<file path="config.mk">
export PLATFORM = sky130hd
export DESIGN_NAME = mem_responder
export DESIGN_NICKNAME = d
export VERILOG_FILES = /design/src/rtl/mem_pkg.sv /design/src/rtl/mem_array_256x8.sv /design/src/rtl/mem_responder.sv
export SDC_FILE = /design/constraint.sdc
export NUM_CORES = 2
export LEC_CHECK = 0
export BUFFER_PORTS_ARGS = -buffer_cell sky130_fd_sc_hd__buf_2
export CORE_ASPECT_RATIO = 0.9
export CORE_MARGIN = 4
export CORE_UTILIZATION = 55
export CTS_CLUSTER_SIZE = 25
export DETAILED_ROUTE_END_ITERATION = 10
export HOLD_SLACK_MARGIN = 0.15
export PLACE_DENSITY_LB_ADDON = 0.2
export REMOVE_ABC_BUFFERS = 1
export SLEW_MARGIN = 10
export SYNTH_ARGS = -nofsm -noshare
export SYNTH_HDL_FRONTEND = slang
export SYNTH_HIERARCHICAL = 1
export SYNTH_SLANG_ARGS = --single-unit
export TNS_END_PERCENT = 5
</file>
<file path="constraint.sdc">
create_clock -name clk -period 5.5 [get_ports clk]
set_input_delay 1.1 -clock clk [delete_from_list [all_inputs] [get_ports clk]]
set_output_delay 1.1 -clock clk [all_outputs]
set_load 0.005 [all_outputs]
</file>
<file path="src/rtl/mem_pkg.sv">
// Shared types and constants for the byte-addressed data-memory responder.
package mem_pkg;

    typedef enum logic [1:0] {
        IDLE = 2'd0,
        WAIT = 2'd1,
        XFER = 2'd2,
        RESP = 2'd3
    } state_t;

    localparam logic SIZE_BYTE  = 1'b0;
    localparam logic SIZE_WORD  = 1'b1;
    localparam logic RW_READ    = 1'b0;
    localparam logic RW_WRITE   = 1'b1;
    localparam int   WORD_BEATS = 4;

endpackage

</file>
<file path="src/rtl/mem_array_256x8.sv">
// Single-port byte array: synchronous write, asynchronous read.
module mem_array_256x8 #(
    parameter int ADDR_W = 8
) (
    input  logic              clk,
    input  logic              we,
    input  logic [ADDR_W-1:0] addr,
    input  logic [7:0]        wdata,
    output logic [7:0]        rdata
);

    logic [7:0] Mem [2**ADDR_W];

    // Store one byte on the rising edge when enabled; contents survive reset.
    always_ff @(posedge clk) begin
        if (we) begin
            Mem[addr] <= wdata;
        end
    end

    assign rdata = Mem[addr];

endmodule

</file>
<file path="src/rtl/mem_responder.sv">
// Load/store responder for the MEM stage: accepts one request at a time,
// serialises words into four big-endian byte beats after optional wait
// states, and returns a one-cycle response pulse.
//
// state | meaning
// IDLE  | ready for a request
// WAIT  | inserting slow-memory wait states before the first beat
// XFER  | one byte beat per edge (1 for byte, 4 for word)
// RESP  | response pulse (misaligned words spend one extra cycle here first)
module mem_responder
    import mem_pkg::*;
#(
    parameter int ADDR_W      = 8,
    parameter int WAIT_CYCLES = 1
) (
    input  logic              clk,
    input  logic              R,
    input  logic              req_valid,
    output logic              req_ready,
    input  logic              req_rw,
    input  logic              req_size,
    input  logic [ADDR_W-1:0] req_addr,
    input  logic [31:0]       req_wdata,
    output logic              resp_valid,
    output logic [31:0]       resp_rdata,
    output logic              resp_err,
    output logic              busy
);

    localparam int CNT_W = (WAIT_CYCLES > 1) ? $clog2(WAIT_CYCLES + 1) : 1;

    state_t            state;
    logic [CNT_W-1:0]  wait_cnt;
    logic [1:0]        beat_cnt;
    logic              rw_q;
    logic              size_q;
    logic              err_q;
    logic [ADDR_W-1:0] addr_q;
    logic [31:0]       wd_sh;
    logic [31:0]       rd_sh;

    logic [ADDR_W-1:0] beat_addr;
    logic              mem_we;
    logic [7:0]        mem_rdata;
    logic              last_beat;
    logic              misaligned;

    // Words are aligned, so addr_q + beat never crosses a word boundary.
    assign beat_addr  = addr_q + ADDR_W'(beat_cnt);
    assign last_beat  = (size_q == SIZE_BYTE) || (beat_cnt == 2'(WORD_BEATS - 1));
    assign misaligned = (req_size == SIZE_WORD) && (req_addr[1:0] != 2'b00);
    // Gating with R keeps a reset edge from landing a beat mid-transaction.
    assign mem_we     = (state == XFER) && (rw_q == RW_WRITE) && R;
    assign req_ready  = (state == IDLE);
    assign busy       = (state != IDLE);

    mem_array_256x8 #(.ADDR_W(ADDR_W)) u_mem (
        .clk   (clk),
        .we    (mem_we),
        .addr  (beat_addr),
        .wdata (wd_sh[31:24]),
        .rdata (mem_rdata)
    );

    // Request FSM with wait counter, beat counter and data assembly.
    always_ff @(posedge clk) begin
        if (!R) begin
            state      <= IDLE;
            wait_cnt   <= '0;
            beat_cnt   <= '0;
            rw_q       <= RW_READ;
            size_q     <= SIZE_BYTE;
            err_q      <= 1'b0;
            addr_q     <= '0;
            wd_sh      <= '0;
            rd_sh      <= '0;
            resp_valid <= 1'b0;
            resp_rdata <= '0;
            resp_err   <= 1'b0;
        end else begin
            case (state)
                IDLE: begin
                    if (req_valid) begin
                        rw_q     <= req_rw;
                        size_q   <= req_size;
                        addr_q   <= req_addr;
                        // Byte store data is pre-positioned in the top lane.
                        wd_sh    <= (req_size == SIZE_WORD) ? req_wdata
                                                            : {req_wdata[7:0], 24'h0};
                        rd_sh    <= '0;
                        beat_cnt <= '0;
                        err_q    <= misaligned;
                        if (misaligned) begin
                            state <= RESP;
                        end else if (WAIT_CYCLES > 0) begin
                            state    <= WAIT;
                            wait_cnt <= CNT_W'(WAIT_CYCLES);
                        end else begin
                            state <= XFER;
                        end
                    end
                end
                WAIT: begin
                    wait_cnt <= wait_cnt - CNT_W'(1);
                    if (wait_cnt == CNT_W'(1)) begin
                        state <= XFER;
                    end
                end
                XFER: begin
                    rd_sh    <= {rd_sh[23:0], mem_rdata};
                    wd_sh    <= {wd_sh[23:0], 8'h00};
                    beat_cnt <= beat_cnt + 2'd1;
                    if (last_beat) begin
                        state      <= RESP;
                        resp_valid <= 1'b1;
                        resp_err   <= err_q;
                        resp_rdata <= (rw_q == RW_READ) ? {rd_sh[23:0], mem_rdata} : 32'h0;
                    end
                end
                RESP: begin
                    if (resp_valid) begin
                        state      <= IDLE;
                        resp_valid <= 1'b0;
                        resp_rdata <= '0;
                        resp_err   <= 1'b0;
                    end else begin
                        // Misaligned path: pulse one cycle after entering RESP.
                        resp_valid <= 1'b1;
                        resp_err   <= err_q;
                    end
                end
                default: state <= IDLE;
            endcase
        end
    end

endmodule

</file>
* Yosys cells after proc, flatten, opt, wreduce, memory -nomap -nowiden *
Memory sizes are Yosys's and may differ from the RTL's.
Index checks and enable logic that the tools add are counted.

storage, ports and cells
  bits in writable memories = 2048
  logic and storage cells = 70
  flip-flop bits (word level) = 106
  bits in latches = 0
  input port bits = 45
  memories = 1
  memory bits (read-only) = 0

cells by class
  eq/ne operators = 9
  shift-type cells = 0
  add/sub/neg operators = 3
  bitwise operators = 1
  div/mod/pow operators = 0
  order comparisons = 0
  reduce and logical (&&, ||, !) cells = 16
  multipliers = 0
  muxes and demuxes = 28

memories
  name       depth  width  rd ports  clocked after memory_dff  write ports  line                   RTL
  u_mem.Mem  256    8      1         0                         1            mem_array_256x8.sv:12  logic [7:0] Mem [2**ADDR_W];

operators by type and width
  operator               number
  $mux W32               5
  $pmux W32 S2           2
  $pmux W24 S2           1
  $mux W24               1
  $mux W2                6
  $ne A2 B2 Y1 const B   5
  $reduce_bool A2 Y1     5
  $add A8 B2 Y8          1
  $mux W1                8
  $pmux W2 S4            1
  $eq A2 B2 Y1 const B   3
  $pmux W1 S2            3
  $reduce_and A2 Y1      3
  $reduce_and A3 Y1      2
  $pmux W2 S2            1
  $reduce_and A4 Y1      1
  $logic_and A1 B1 Y1    3
  $add A2 B1 Y2 const B  1
  $eq A2 B1 Y1 const B   1
  $logic_not A2 Y1       1
  $logic_or A1 B1 Y1     1
  $not A1 Y1             1
  $sub A1 B1 Y1 const B  1

* Logic depth before layout (Yosys ltp) *
  depth after elaboration = 5
  depth in mapped cells = 15
  gate-level depth less buffers = 11

* Cells and area by module *
The synthesis kept the hierarchy.

modules (own cells, without submodules)
  module           cells each  instances  area each (um^2)  seq. area each (um^2)
  mem_array_256x8  3539        1          78332.6           61499.0
  mem_responder    494         1          4708.3            2122.0

* Worst setup path after synthesis *
Ideal clock, no wire load.

  kind = register -> register
  start = register wd_sh[24]
  end = memory u_mem.Mem[0][0], data pin
  required time = 4.644 ns
  stages on the path, launching flop included = 1
  period minus slack after synthesis = 4.252 ns
  library setup time = 0.856 ns
  slack = 1.248 ns
  arrival time = 3.397 ns
  path through = dfxtp_1

RTL lines
  what                    line                   RTL
  start, declared         mem_responder.sv:39    logic [31:0] wd_sh;
  start signal, assigned  mem_responder.sv:88    wd_sh <= (req_size == SIZE_WORD) ? req_wdata
  start signal, assigned  mem_responder.sv:111   wd_sh <= {wd_sh[23:0], 8'h00};
  end, declared           mem_array_256x8.sv:12

Straight into the memory's write port.

* Worst setup path in the final report *
  start = register beat_cnt[0]
  end = register rd_sh[7]

between the ends
  word-level cells in the longest chain between the ends = 3

RTL lines
  what                    line                  RTL
  start, declared         mem_responder.sv:34   logic [1:0] beat_cnt;
  start signal, assigned  mem_responder.sv:112  beat_cnt <= beat_cnt + 2'd1;
  $add A8 B2 Y8           mem_responder.sv:49   assign beat_addr = addr_q + ADDR_W'(beat_cnt);
  net beat_addr[1]        mem_responder.sv:42   logic [ADDR_W-1:0] beat_addr;
  $mem_v2 Z256 W8         n/a
  net mem_rdata[7]        mem_responder.sv:44   logic [7:0] mem_rdata;
  $pmux W24 S2            mem_responder.sv:81   case (state)
  end signal, assigned    mem_responder.sv:110  rd_sh <= {rd_sh[23:0], mem_rdata};
  end, declared           mem_responder.sv:40   logic [31:0] rd_sh;

The timed path passes the listed nets, and every way through them passes these cells.
A chain may end at the register's enable or synchronous reset.

==> flow_summary.json <==
{
  "synth_edf_count": 2048,
  "relSlewSlack_pct": 7.52,
  "power_switching_w": 0.0112,
  "clk_latency_ps": 850,
  "power_frac_clock_pct": 33.4,
  "synth.area.mux_share_pct": 14.5,
  "synth_top_family_by_area": "multiplexers",
  "drv_cap": 0,
  "outcome": "completed",
  "finClkSkew_ps": 40.9,
  "leakage_nw": 29.0,
  "port_buffers": 80,
  "cts_setup_buffers": 0,
  "first_pass_iters": 5,
  "pwr-share-comb_pct": 19.7,
  "fmaxAchievable_mhz": 193,
  "hold_path_depth": 2,
  "ios": 81,
  "avgSynthCellArea_sq_um": 20.6,
  "tns_ps": 0,
  "multi_input_area_sq_um": 18100,
  "dominantRegCellSynth": "edfxtp_1",
  "core_sq_um": 149000,
  "synthAdderAreaFrac_pct": 0.130,
  "dpl.hpwl_um": 117000,
  "cp_cell_sequence": "ha_4 > fa_4 > buf_12 > mux4_2 > a22oi_1 > a21oi_1 > o41ai_1 > buf_4 > nand4_1 > a32oi_1 > nor2_1",
  "synthXorXnorAreaFrac_pct": 0.0633,
  "cp.depth": 11,
  "start_util_pct": 55.7,
  "grt_pass1_vias": 41800,
  "slew_viol_final": 0,
  "syn_to_final_growth_pct": 12.1,
  "endpoint_kind": "flip-flop",
  "startpoint": "beat_cnt[0]",
  "vias": 41700,
  "grt_start_max_net_pins": 245,
  "final_cells": 6385,
  "cts_inserted_buffers": 201,
  "ir_drop_mv": 0.394,
  "hp-start": "wd_sh[3]",
  "track_usage_pct": 25.5,
  "hp-class": "reg -> reg",
  "cts_hold_buf": 0,
  "grt_pass1_wl_um": 293000,
  "cts.path.max_buffers": 3,
  "die_w_um": 418,
  "vias_per_cell": 6.54,
  "antenna_found_initial": 3,
  "final.fill_count": 10200,
  "setup.worst_path.start_class": "flip-flop",
  "period_share_pct": 94.4,
  "tightest_slew_ps": 1390,
  "grt_overflow": 0,
  "cellPowerDensity_nw_per_um2": 447,
  "switching_share_pct": 27.0,
  "register_area_sq_um": 63700,
  "rsz0062_at_grt": "no",
  "holdWs_ps": 453,
  "std_cell_rows": 134,
  "place_congestion": 0.852,
  "drive_gt1_share_pct": 25.2,
  "root_buffer": "clkbuf_16",
  "synthDistinctLibCells": 50,
  "pre_cts_ws_ps": 407,
  "synthSimpleGateAreaFrac_pct": 2.55,
  "wl_per_cell_um": 31.0,
  "rr_startpoint": "beat_cnt[0]",
  "synth_compound_area_share_pct": 4.44,
  "finalWorstSetupSlack_ps": 310,
  "drc": 0,
  "critPathBufInv": 2,
  "clock-sinks": 2154,
  "path_max_fanout": 79,
  "ys_async_sr_fraction_pct": 0,
  "yosysSeqAreaShare_pct": 76.6,
  "seqPwrFrac_pct": 47.0,
  "postSynthCellCount": 4033,
  "max_stage_delay_ps": 1110,
  "ys_ff_latch": 2154,
  "post-route-min-period_ps": 5190,
  "worstSetupPathType": "reg -> reg",
  "drt_iter0_drc": 5888,
  "nets": 4292,
  "dp_cells": 6007,
  "synth_warnings": 6,
  "setup-violations-final": 0,
  "required_ps": 6200,
  "cts_resized": 0,
  "cts-htree-levels": 4,
  "crit_family": "compound AO/OA/AOI/OAI gates",
  "finalHoldViolations": 0,
  "rr_worst_depth": 11,
  "p_int_w": 0.0304,
  "syn_area_sq_um": 83000,
  "detail-route-antenna-nets": 0,
  "wirelength_um": 198000,
  "cp.arrival_ps": 5890,
  "die-height_um": 377,
  "die_area_sq_um": 157000,
  "cts_tree": "done",
  "clk_pin_slew_ps": 60,
  "finalPower_w": 0.0416,
  "slowest_stage": "fa_4"
}
-- worst reg2reg max path, delay by kind of cell, from the launching register on --
family                   cells  cell delay (ps)
multiplexers                 1              620
flip-flops                   1              360
AND/OR/NAND/NOR              2              220
buffers and inverters        2              710
AO/OA/AOI/OAI                4             1880
adder cells (fa/ha/maj)      2             1290
-- placed cells by master (no fill, tap or decap), types with 80 or more instances in the layout --
cell type / Yosys / final
buf_4: 21 / 167
a21oi_1: 150 / 150
dfxtp_1: 106 / 98
a22oi_1: 256 / 256
nand2_1: 143 / 143
buf_2: 52 / 80
edfxtp_1: 2048 / 2048
nor2_1: 259 / 258
mux4_2: 512 / 512
clkbuf_16: 0 / 205
-- path summary, 6_finish.rpt --
check	to	slack, ps
worst max-delay path	rd_sh[7]	310
worst min-delay path	wd_sh[3]	450
worst max register to register	rd_sh[7]	310
worst min register to register	wd_sh[3]	450
-- logic make-up (layout without fill, tap and decap cells) --
kind of cell,count (synthesis),after routing
other,0,1
buffers and inverters,280,659
XOR/XNOR,6,6
multiplexers,563,563
adder cells (fa/ha/maj),8,8
AO/OA/AOI/OAI,515,515
AND/OR/NAND/NOR,507,507
flip-flops,2154,2154
-- power groups by stage --
stage | logic (W) | clock network, W | registers, W
global route | 0.00873 | 0.0148 | 0.0196
global placement | 0.00818 | 0 | 0.0199
detailed placement | 0.00826 | 0 | 0.0199
floorplan | 0.00563 | 0 | 0.0205
CTS | 0.00827 | 0.0141 | 0.0195
finish | 0.00820 | 0.0139 | 0.0195
-- cell usage after synthesis (10+ instances only) --
| library cell | n | area share, % |
|---|---|---|
| nand3_1 | 31 | 0.19 |
| buf_6 | 26 | 0.35 |
| edfxtp_1 | 2048 | 74 |
| buf_4 | 21 | 0.19 |
| a22oi_1 | 256 | 2.3 |
| mux4_2 | 512 | 14 |
| buf_2 | 52 | 0.31 |
| o21ai_0 | 10 | 0.060 |
| a21oi_1 | 150 | 0.90 |
| o211a_1 | 17 | 0.20 |
| a32oi_1 | 25 | 0.26 |
| clkbuf_1 | 156 | 0.71 |
| mux2i_1 | 41 | 0.49 |
| nand2_1 | 143 | 0.65 |
| o41ai_1 | 32 | 0.34 |
| buf_1 | 19 | 0.086 |
| a2bb2oi_2 | 12 | 0.22 |
| dfxtp_1 | 106 | 2.6 |
| nand2b_1 | 10 | 0.075 |
| nor2_1 | 259 | 1.2 |
| nor3_1 | 30 | 0.18 |
-- routing by layer --
layer  vias up  track usage (%)  part of all wire (%)  wire, um
met4         8             6.98                   2.5      5010
met5         -                0                 0.027        54
li1      17200                -                     -         -
met2      2154             39.5                    48     94700
met1     22000             37.6                    40     78800
met3       311             5.25                   9.8     19400
-- flip-flops by register name (all words and copies together), names as in the netlist --
register and count:
beat_cnt 2, resp_err 1, wait_cnt 1, resp_valid 1
u_mem/Mem 2048, rw_q 1, wd_sh 32, addr_q 8
size_q 1, state 2, rd_sh 24, err_q 1
resp_rdata 32
-- cell type report --
| type | count | area share [%] |
|---|---|---|
| antenna | 1 | 0.00269 |
| tap | 1972 | 2.65 |
| clock buffer | 267 | 5.77 |
| timing repair buffer | 277 | 2.43 |
| multi-input combinational | 1599 | 19.4 |
| clock inverter | 109 | 1.31 |
| inverter | 6 | 0.0242 |
| sequential | 2154 | 68.4 |
-- per-stage QoR --
stage | instance area (sq um) | util (%)
floorplan | 81700 | -
global placement | 86500 | 57.9
detailed placement | 86500 | 58.0
CTS | 93100 | 62.4
global route | 93100 | 62.4
finish | 93100 | 62.4
(Power assumes the default switching activity.)
